[config.mk]
export PLATFORM = sky130hd
export DESIGN_NAME = uart_tx
export DESIGN_NICKNAME = d
export VERILOG_FILES = /design/src/rtl/uart_tx.sv
export SDC_FILE = /design/constraint.sdc
export NUM_CORES = 1
export LEC_CHECK = 0
export ABC_AREA = 1
export CAP_MARGIN = 20
export CORE_ASPECT_RATIO = 0.75
export CORE_UTILIZATION = 41
export DETAILED_ROUTE_END_ITERATION = 12
export GPL_ROUTABILITY_DRIVEN = 0
export PLACE_DENSITY_LB_ADDON = 0.05
export SLEW_MARGIN = 10
export SYNTH_ARGS = -nofsm -noshare
export SYNTH_HDL_FRONTEND = slang
export SYNTH_SLANG_ARGS = --single-unit
export TNS_END_PERCENT = 100
[constraint.sdc]
create_clock -name clk -period 1.7 [get_ports clk]
set_input_delay 0.51 -clock clk [delete_from_list [all_inputs] [get_ports clk]]
set_output_delay 0.51 -clock clk [all_outputs]
set_load 0.01 [all_outputs]
[src/rtl/uart_tx.sv]
// uart_tx: 8-bit UART transmitter with optional even/odd parity.
// Handshake: a byte is accepted on a rising edge where tx_vld=1 and tx_rdy=1;
// tx_rdy is high only in IDLE, tx_vld is ignored otherwise, and tx_data is
// captured at acceptance so later changes do not affect the frame in flight.
// The serial line is driven from a register. tx_done marks the last STOP cycle.
module uart_tx #(
  parameter int unsigned BAUD_CNT   = 5208,
  parameter bit          PARITY_EN  = 1'b0,
  parameter bit          PARITY_ODD = 1'b0
) (
  input  logic       clk,
  input  logic       rst,
  input  logic [7:0] tx_data,
  input  logic       tx_vld,
  output logic       tx_rdy,
  output logic       tx_done,
  output logic       tx_uart,
  output logic [2:0] state_o
);

  localparam int CW = (BAUD_CNT > 1) ? $clog2(BAUD_CNT) : 1;
  localparam logic [CW-1:0] BAUD_LAST = CW'(BAUD_CNT - 1);

  localparam logic [2:0] S_IDLE   = 3'd0;
  localparam logic [2:0] S_START  = 3'd1;
  localparam logic [2:0] S_DATA   = 3'd2;
  localparam logic [2:0] S_PARITY = 3'd3;
  localparam logic [2:0] S_STOP   = 3'd4;

  logic [2:0]    state_q, state_d;
  logic [CW-1:0] baud_q, baud_d;
  logic [2:0]    bit_q, bit_d;
  logic [7:0]    shift_q, shift_d;
  logic          par_q, par_d;
  logic          tx_q, tx_d;
  logic          bit_end;

  assign bit_end = (baud_q == BAUD_LAST);

  // Next-state logic: the line value for the next cycle is decided together
  // with the state transition so tx_uart stays a pure register output.
  always_comb begin
    state_d = state_q;
    baud_d  = baud_q;
    bit_d   = bit_q;
    shift_d = shift_q;
    par_d   = par_q;
    tx_d    = tx_q;
    if (state_q == S_IDLE) begin
      baud_d = '0;
      tx_d   = 1'b1;
    end else begin
      baud_d = bit_end ? '0 : baud_q + CW'(1);
    end
    case (state_q)
      S_IDLE: begin
        if (tx_vld) begin
          state_d = S_START;
          shift_d = tx_data;
          par_d   = (^tx_data) ^ PARITY_ODD;
          bit_d   = 3'd0;
          tx_d    = 1'b0;
        end
      end
      S_START: begin
        if (bit_end) begin
          state_d = S_DATA;
          tx_d    = shift_q[0];
        end
      end
      S_DATA: begin
        if (bit_end) begin
          if (bit_q == 3'd7) begin
            bit_d = 3'd0;
            if (PARITY_EN) begin
              state_d = S_PARITY;
              tx_d    = par_q;
            end else begin
              state_d = S_STOP;
              tx_d    = 1'b1;
            end
          end else begin
            bit_d   = bit_q + 3'd1;
            shift_d = shift_q >> 1;
            tx_d    = shift_q[1];
          end
        end
      end
      S_PARITY: begin
        if (bit_end) begin
          state_d = S_STOP;
          tx_d    = 1'b1;
        end
      end
      S_STOP: begin
        tx_d = 1'b1;
        if (bit_end) begin
          state_d = S_IDLE;
        end
      end
      default: begin
        state_d = S_IDLE;
        baud_d  = '0;
        tx_d    = 1'b1;
      end
    endcase
  end

  // State, counters and line register; reset aborts any frame in progress.
  always_ff @(posedge clk or posedge rst) begin
    if (rst) begin
      state_q <= S_IDLE;
      baud_q  <= '0;
      bit_q   <= 3'd0;
      shift_q <= 8'd0;
      par_q   <= 1'b0;
      tx_q    <= 1'b1;
    end else begin
      state_q <= state_d;
      baud_q  <= baud_d;
      bit_q   <= bit_d;
      shift_q <= shift_d;
      par_q   <= par_d;
      tx_q    <= tx_d;
    end
  end

  assign tx_rdy  = (state_q == S_IDLE);
  assign tx_done = (state_q == S_STOP) && bit_end;
  assign tx_uart = tx_q;
  assign state_o = state_q;

endmodule

======== After elaboration in Yosys (flattened, before gate mapping) ========
Cells that the tools add are included.
operators by class
  equality and inequality tests ........... 13
  add/subtract/negate cells ............... 2
  reductions and logical operators ........ 7
  multiplexer cells ....................... 25
operator list
  operator                                             number
  two-way mux 13 bit                                   3
  two-way mux 3 bit                                    9
  two-way mux 8 bit                                    3
  case mux 8 bit (2 select lines)                      1
  case mux 3 bit (5 select lines)                      1
  inequality test 2 bit, second input constant         7
  adder 13 x 1 -> 13 bit, second input constant        1
  equality test 13 bit, second input constant          1
  equality test 3 x 2 -> 1 bit, second input constant  2
  equality test 3 bit, second input constant           2
  two-way mux 1 bit                                    6
  case mux 3 bit (2 select lines)                      1
  AND reduction 6 bit                                  1
  OR reduction 5 bit                                   1
  case mux 1 bit (4 select lines)                      1
  AND reduction 4 bit                                  1
  adder 3 x 1 -> 3 bit, second input constant          1
  equality test 3 x 1 -> 1 bit, second input constant  1
  logical NOT 3 bit                                    1
  AND reduction 3 bit                                  1
  nonzero test 2 bit                                   1
  logical AND 1 bit                                    1
storage, ports and cells
  word-level logic and storage cells ...... 52
  input port bits ......................... 11
  register bits after elaboration ......... 28
  output and inout bits ................... 6

======== Longest topological paths before layout ========
  depth after elaboration ................. 4
  depth in mapped cells ................... 10
  mapped depth without buffers ............ 10

======== Worst setup path before layout ========
No wires, ideal clock.
  path type ............................... reg-to-output
  start point ............................. reg baud_q[0]
  end point ............................... out tx_done
  arrival time ............................ 1.302 ns
  cell stages (with the launch flop) ...... 8
  path slack .............................. -0.112 ns
  data required time ...................... 1.190 ns
  cell sequence ........................... dfrtp_1 > ha_1 > nand2_1 > inv_1 > nand2_1 > nor2_2 > nand2_2 > nor4_1
between the ends
  word-level cells in the longest chain between the ends .. 2
ends and longest elaborated chain
  what                    RTL line  source
  start, declared         31        logic [CW-1:0] baud_q, baud_d;
  start signal, assigned  120       baud_q <= baud_d;
  equality test 13 bit    38        assign bit_end = (baud_q == BAUD_LAST);
  logical AND 1 bit       129       assign tx_done = (state_q == S_STOP) && bit_end;
  end, declared           16        output logic tx_done,
No other way between the ends.

======== Worst setup path in the final report ========
  start point ............................. reg baud_q[1]
  end point ............................... out tx_done
Same word-level chain as after synthesis.

==> report_table.html <==
<table>
<tr><th>Metric</th><th>Value</th></tr>
<tr><th colspan="2">Cells and area</th></tr>
<tr><td>Post-synthesis to final-layout area growth</td><td>29.9%</td></tr>
<tr><td>Final core utilization</td><td>57.7%</td></tr>
<tr><td>Net count of the finished layout</td><td>292</td></tr>
<tr><td>Final-layout fill cell count</td><td>373</td></tr>
<tr><td>Leading cell type in the layout, fill and taps excluded</td><td>nand2_1</td></tr>
<tr><td>Post-Layout Inst Area</td><td>2190 um^2</td></tr>
<tr><td>Antenna cell count</td><td>0</td></tr>
<tr><td>Most frequent cells in the layout</td><td>nand2_1 (77), buf_4 (30), nor2_1 (29)</td></tr>
<tr><td>Share of layout cells above drive strength 1</td><td>26.4%</td></tr>
<tr><th colspan="2">Clocking</th></tr>
<tr><td>Clock root buffer</td><td>clkbuf_8</td></tr>
<tr><td>Maximum level of the CTS H-tree</td><td>1</td></tr>
<tr><td>Total number of clock tree sinks</td><td>28</td></tr>
<tr><td>Post-CTS Hold Buffers</td><td>0</td></tr>
<tr><td>Total clock buffers created by CTS</td><td>3</td></tr>
<tr><td>CTS tree</td><td>done</td></tr>
<tr><td>Clk_lat worst skew</td><td>0.27 ns</td></tr>
<tr><td>Clock transition at the registers of the reported paths</td><td>0.09 ns</td></tr>
<tr><td>Max Buffers Root-to-Sink</td><td>2</td></tr>
<tr><th colspan="2">Placed design</th></tr>
<tr><td>Number of buffer cells added on primary ports</td><td>16</td></tr>
<tr><td>Place WS</td><td>-0.441 ns</td></tr>
<tr><td>Final HPWL from detailed placement</td><td>2.79 mm</td></tr>
<tr><td>Placed Instance Area</td><td>2100 um^2</td></tr>
<tr><th colspan="2">Route</th></tr>
<tr><td>Via count</td><td>1503</td></tr>
<tr><td>Routed WL per cell</td><td>11.2 um</td></tr>
<tr><td>TritonRoute pass-1 iters</td><td>4</td></tr>
<tr><td>Via-to-Cell Ratio</td><td>4.57</td></tr>
<tr><td>WL final</td><td>3.69 mm</td></tr>
<tr><td>Number of antenna-violating nets in the routed design</td><td>0</td></tr>
<tr><td>DRC errors left</td><td>0</td></tr>
<tr><td>Detailed Route Iter0 Violations</td><td>56</td></tr>
<tr><th colspan="2">Die</th></tr>
<tr><td>Die outline width</td><td>76.1 um</td></tr>
<tr><td>DIE AREA</td><td>4380 um^2</td></tr>
<tr><td>I/O Pins</td><td>17</td></tr>
<tr><td>Vertical die dimension</td><td>57.6 um</td></tr>
<tr><td>Core Box Area</td><td>3800 um^2</td></tr>
<tr><td>Number of placement rows</td><td>19</td></tr>
<tr><td>Initial cell density of the core</td><td>44.4%</td></tr>
<tr><th colspan="2">Synth</th></tr>
<tr><td>Post-synth top area share</td><td>40.0%</td></tr>
<tr><td>Post-Synthesis Net Count</td><td>242</td></tr>
<tr><td>Post-synthesis sequential area ratio</td><td>41.6%</td></tr>
<tr><td>Average size of a mapped cell</td><td>7.41 um^2</td></tr>
<tr><td>Simple-gate area share of the yosys netlist</td><td>42.8%</td></tr>
<tr><td>Combined area of all synthesized cells</td><td>1690 um^2</td></tr>
<tr><td>Post-synthesis cell count</td><td>228</td></tr>
<tr><td>Post-synthesis register bit count</td><td>28</td></tr>
<tr><td>Combinational family with the most area after synthesis</td><td>simple AND/OR/NAND/NOR gates</td></tr>
<tr><td>Fraction of the mapped netlist area in adder cells</td><td>2.22%</td></tr>
<tr><td>Proportion of synthesized area in mux cells</td><td>0%</td></tr>
<tr><td>Compound-Gate Fraction of Synth Area</td><td>2.81%</td></tr>
<tr><td>Main area contributors after synthesis</td><td>dfrtp_1 (40%), nand2_1 (18%), nor2_1 (6.4%), nand3_1 (5.0%), inv_1 (4.9%)</td></tr>
<tr><td>Largest area contributor in the netlist</td><td>dfrtp_1</td></tr>
<tr><td>Total number of yosys warnings</td><td>0</td></tr>
<tr><td>Parity-gate share of the synthesized area counting xor and xnor cells</td><td>1.56%</td></tr>
<tr><td>Distinct cell type count after synthesis</td><td>29</td></tr>
<tr><th colspan="2">Critical path</th></tr>
<tr><td>FF-to-FF Start</td><td>state_o[0]</td></tr>
<tr><td>Library cell appearing most often on the critical path</td><td>nand2_2</td></tr>
<tr><td>Register-to-Register Setup Slack</td><td>0.12 ns</td></tr>
<tr><td>Critical Path Slowest Stage Cell</td><td>dfrtp_1</td></tr>
<tr><td>Cell Chain, Critical Path</td><td>ha_2 -&gt; nand2_2 -&gt; inv_2 -&gt; nand2_2 -&gt; nor2_2 -&gt; nand2_2 -&gt; nor4_2 -&gt; buf_2</td></tr>
<tr><td>Max FO, Critical Path</td><td>2</td></tr>
<tr><td>Category of the worst setup path capture point</td><td>primary output</td></tr>
<tr><td>Signal arrival time at the worst endpoint</td><td>1.52 ns</td></tr>
<tr><td>WS Path Type</td><td>flip-flop to primary output</td></tr>
<tr><td>Required time worst endpoint</td><td>1.19 ns</td></tr>
<tr><td>Worst Reg2Reg Path Length in Cells</td><td>9</td></tr>
<tr><td>Critical path origin</td><td>baud_q[1]</td></tr>
<tr><td>Kind of start point of the critical path</td><td>flip-flop</td></tr>
<tr><td>Capture point of the worst reg-to-reg path</td><td>bit_q[2]</td></tr>
<tr><td>CP peak stage delay</td><td>0.38 ns</td></tr>
<tr><td>Worst Setup EP</td><td>tx_done</td></tr>
<tr><th colspan="2">Global route</th></tr>
<tr><td>First-pass GRT wire length</td><td>6.38 mm</td></tr>
<tr><td>Pin count of the biggest net entering global routing</td><td>29</td></tr>
<tr><td>Remaining global-route overflow</td><td>0</td></tr>
<tr><td>Via count of the first global-routing pass</td><td>1323</td></tr>
<tr><td>Number of antenna violations at the first check in global routing</td><td>0</td></tr>
<tr><td>GR Util All Layers</td><td>18.7%</td></tr>
<tr><th colspan="2">Timing</th></tr>
<tr><td>Final Hold Viols</td><td>0</td></tr>
<tr><td>Slack of the critical path</td><td>-0.334 ns</td></tr>
<tr><td>Upper clock frequency limit</td><td>492 MHz</td></tr>
<tr><td>Count of endpoints failing setup in the final report</td><td>1</td></tr>
<tr><td>Final critical delay including setup and external delays</td><td>2.03 ns</td></tr>
<tr><td>Hold_ws</td><td>0.479 ns</td></tr>
<tr><td>Final clock period utilization by the worst path</td><td>120%</td></tr>
<tr><td>RSZ-0062 raised after global routing</td><td>true</td></tr>
<tr><td>Max transition margin</td><td>76.8%</td></tr>
<tr><td>Max-slew violation total from the final report</td><td>0</td></tr>
<tr><td>Slew at the pin closest to its max-slew limit</td><td>0.345 ns</td></tr>
<tr><td>Setup clock skew after layout</td><td>0.00136 ns</td></tr>
<tr><th colspan="2">Worst hold path</th></tr>
<tr><td>Min-delay worst type</td><td>flip-flop to flip-flop</td></tr>
<tr><th colspan="2">Pwr</th></tr>
<tr><td>Switching power share of the total</td><td>42.2%</td></tr>
<tr><td>Fraction of power consumed by the clock network</td><td>12.5%</td></tr>
<tr><td>Internal power</td><td>1.74 mW</td></tr>
<tr><td>P_sw</td><td>1.27 mW</td></tr>
<tr><td>Worst vdd ir</td><td>0.725 mV</td></tr>
<tr><td>Combinational group share of total power</td><td>55.3%</td></tr>
<tr><td>Power per standard cell area</td><td>1370 nW/um^2</td></tr>
<tr><td>Leakage dissipation</td><td>1.13 nW</td></tr>
<tr><td>Share of total power in sequential cells</td><td>32.3%</td></tr>
<tr><th colspan="2">Job</th></tr>
<tr><td>Maxcap violations</td><td>0</td></tr>
<tr><th colspan="2">Status</th></tr>
<tr><td>Run status</td><td>finished, violations left</td></tr>
<tr><td>Failing checks</td><td>negative setup slack</td></tr>
</table>
sequential cells by signal, indices dropped and copies added (netlist names):
register,flops
state_o,3
tx_uart,1
shift_q,8
bit_q,3
baud_q,13
cells in the mapped netlist:
| master | count |
|---|---|
| a31oi_1 | 1 |
| o21bai_1 | 1 |
| dfrtp_1 | 27 |
| nand2_2 | 6 |
| ha_1 | 3 |
| nand3b_1 | 2 |
| nand3_1 | 17 |
| nand2_8 | 1 |
| nor2_4 | 2 |
| nor2_2 | 1 |
| buf_12 | 1 |
| or2_1 | 1 |
| inv_2 | 5 |
| nor4_1 | 2 |
| a21oi_1 | 1 |
| o21ai_1 | 1 |
| inv_6 | 1 |
| buf_6 | 2 |
| nor3_2 | 4 |
| and2_1 | 1 |
| nand2_4 | 3 |
| nor2_1 | 29 |
| o21ai_2 | 1 |
| nor3_1 | 5 |
| nand2_1 | 81 |
| inv_1 | 22 |
| dfstp_2 | 1 |
| xor2_1 | 3 |
| o21ai_0 | 3 |
area by class of cell:
cell class,count,area (um^2),area share (%)
Inverter,28,113,5.13
Clock buffer,4,45.0,2.05
Tap cell,52,65.1,2.96
Multi-Input combinational cell,169,861,39.2
Timing Repair Buffer,48,408,18.6
Sequential cell,28,703,32.0
worst min-delay path by stage:
stage | from | to | slack (ns) | depth (start not counted)
after detailed placement | shift_q[5] | shift_q[5] | 0.46 | 2
after global placement | shift_q[6] | shift_q[6] | 0.46 | 2
after floorplan | baud_q[0] | baud_q[0] | 0.43 | 1
after CTS | shift_q[5] | shift_q[5] | 0.48 | 2
final | shift_q[5] | shift_q[5] | 0.48 | 2
after global routing | bit_q[1] | bit_q[1] | 0.51 | 2
power groups by stage:
stage / Combinational (mW) / Clock (mW) / Sequential (mW)
after floorplan: 1.04 / 0 / 1.01
after global placement: 1.55 / 0 / 0.986
after detailed placement: 1.55 / 0 / 0.991
after CTS: 1.58 / 0.394 / 0.962
after global routing: 1.86 / 0.416 / 0.996
final: 1.66 / 0.375 / 0.971
cell families (layout without fill, tap and decap cells):
kind of cell    after synthesis  after routing
simple gates                155            155
buf+inv                      31             80
flops                        28             28
compound gates                8              8
fa+ha+maj                     3              3
xor+xnor                      3              3
metal layers:
| layer | up-vias | part of all wire, % | track usage (%) |
|---|---|---|---|
| li1 | 803 | - | - |
| met1 | 681 | 60 | 30.9 |
| met2 | 17 | 37 | 24.5 |
| met3 | 2 | 3.0 | 3.36 |
| met4 | 0 | 0.60 | 4.12 |
| met5 | - | 0 | 0 |
worst max-delay path: cells and delay by family, from the launching register on:
family	cells	cell delay, ns
simple gates	5	0.43
flops	1	0.38
buf+inv	2	0.24
fa+ha+maj	1	0.21
stage by stage:
| step | total power, mW | setup TNS, ns | cells |
|---|---|---|---|
| after floorplan | 2.05 | 0 | 228 |
| after global placement | 2.53 | -0.425 | 321 |
| after detailed placement | 2.54 | -0.456 | 321 |
| after CTS | 2.93 | -0.341 | 328 |
| after global routing | 3.28 | -0.484 | 329 |
| final | 3.01 | -0.334 | 329 |
repair_timing:
item                                    4_1_cts  5_1_grt
gates resized for setup                      13       13
pin swaps                                     0        2
endpoints found under the setup margin        7       27
buffers inserted                              3        1
No activity file was read; power rests on OpenSTA's default activity.
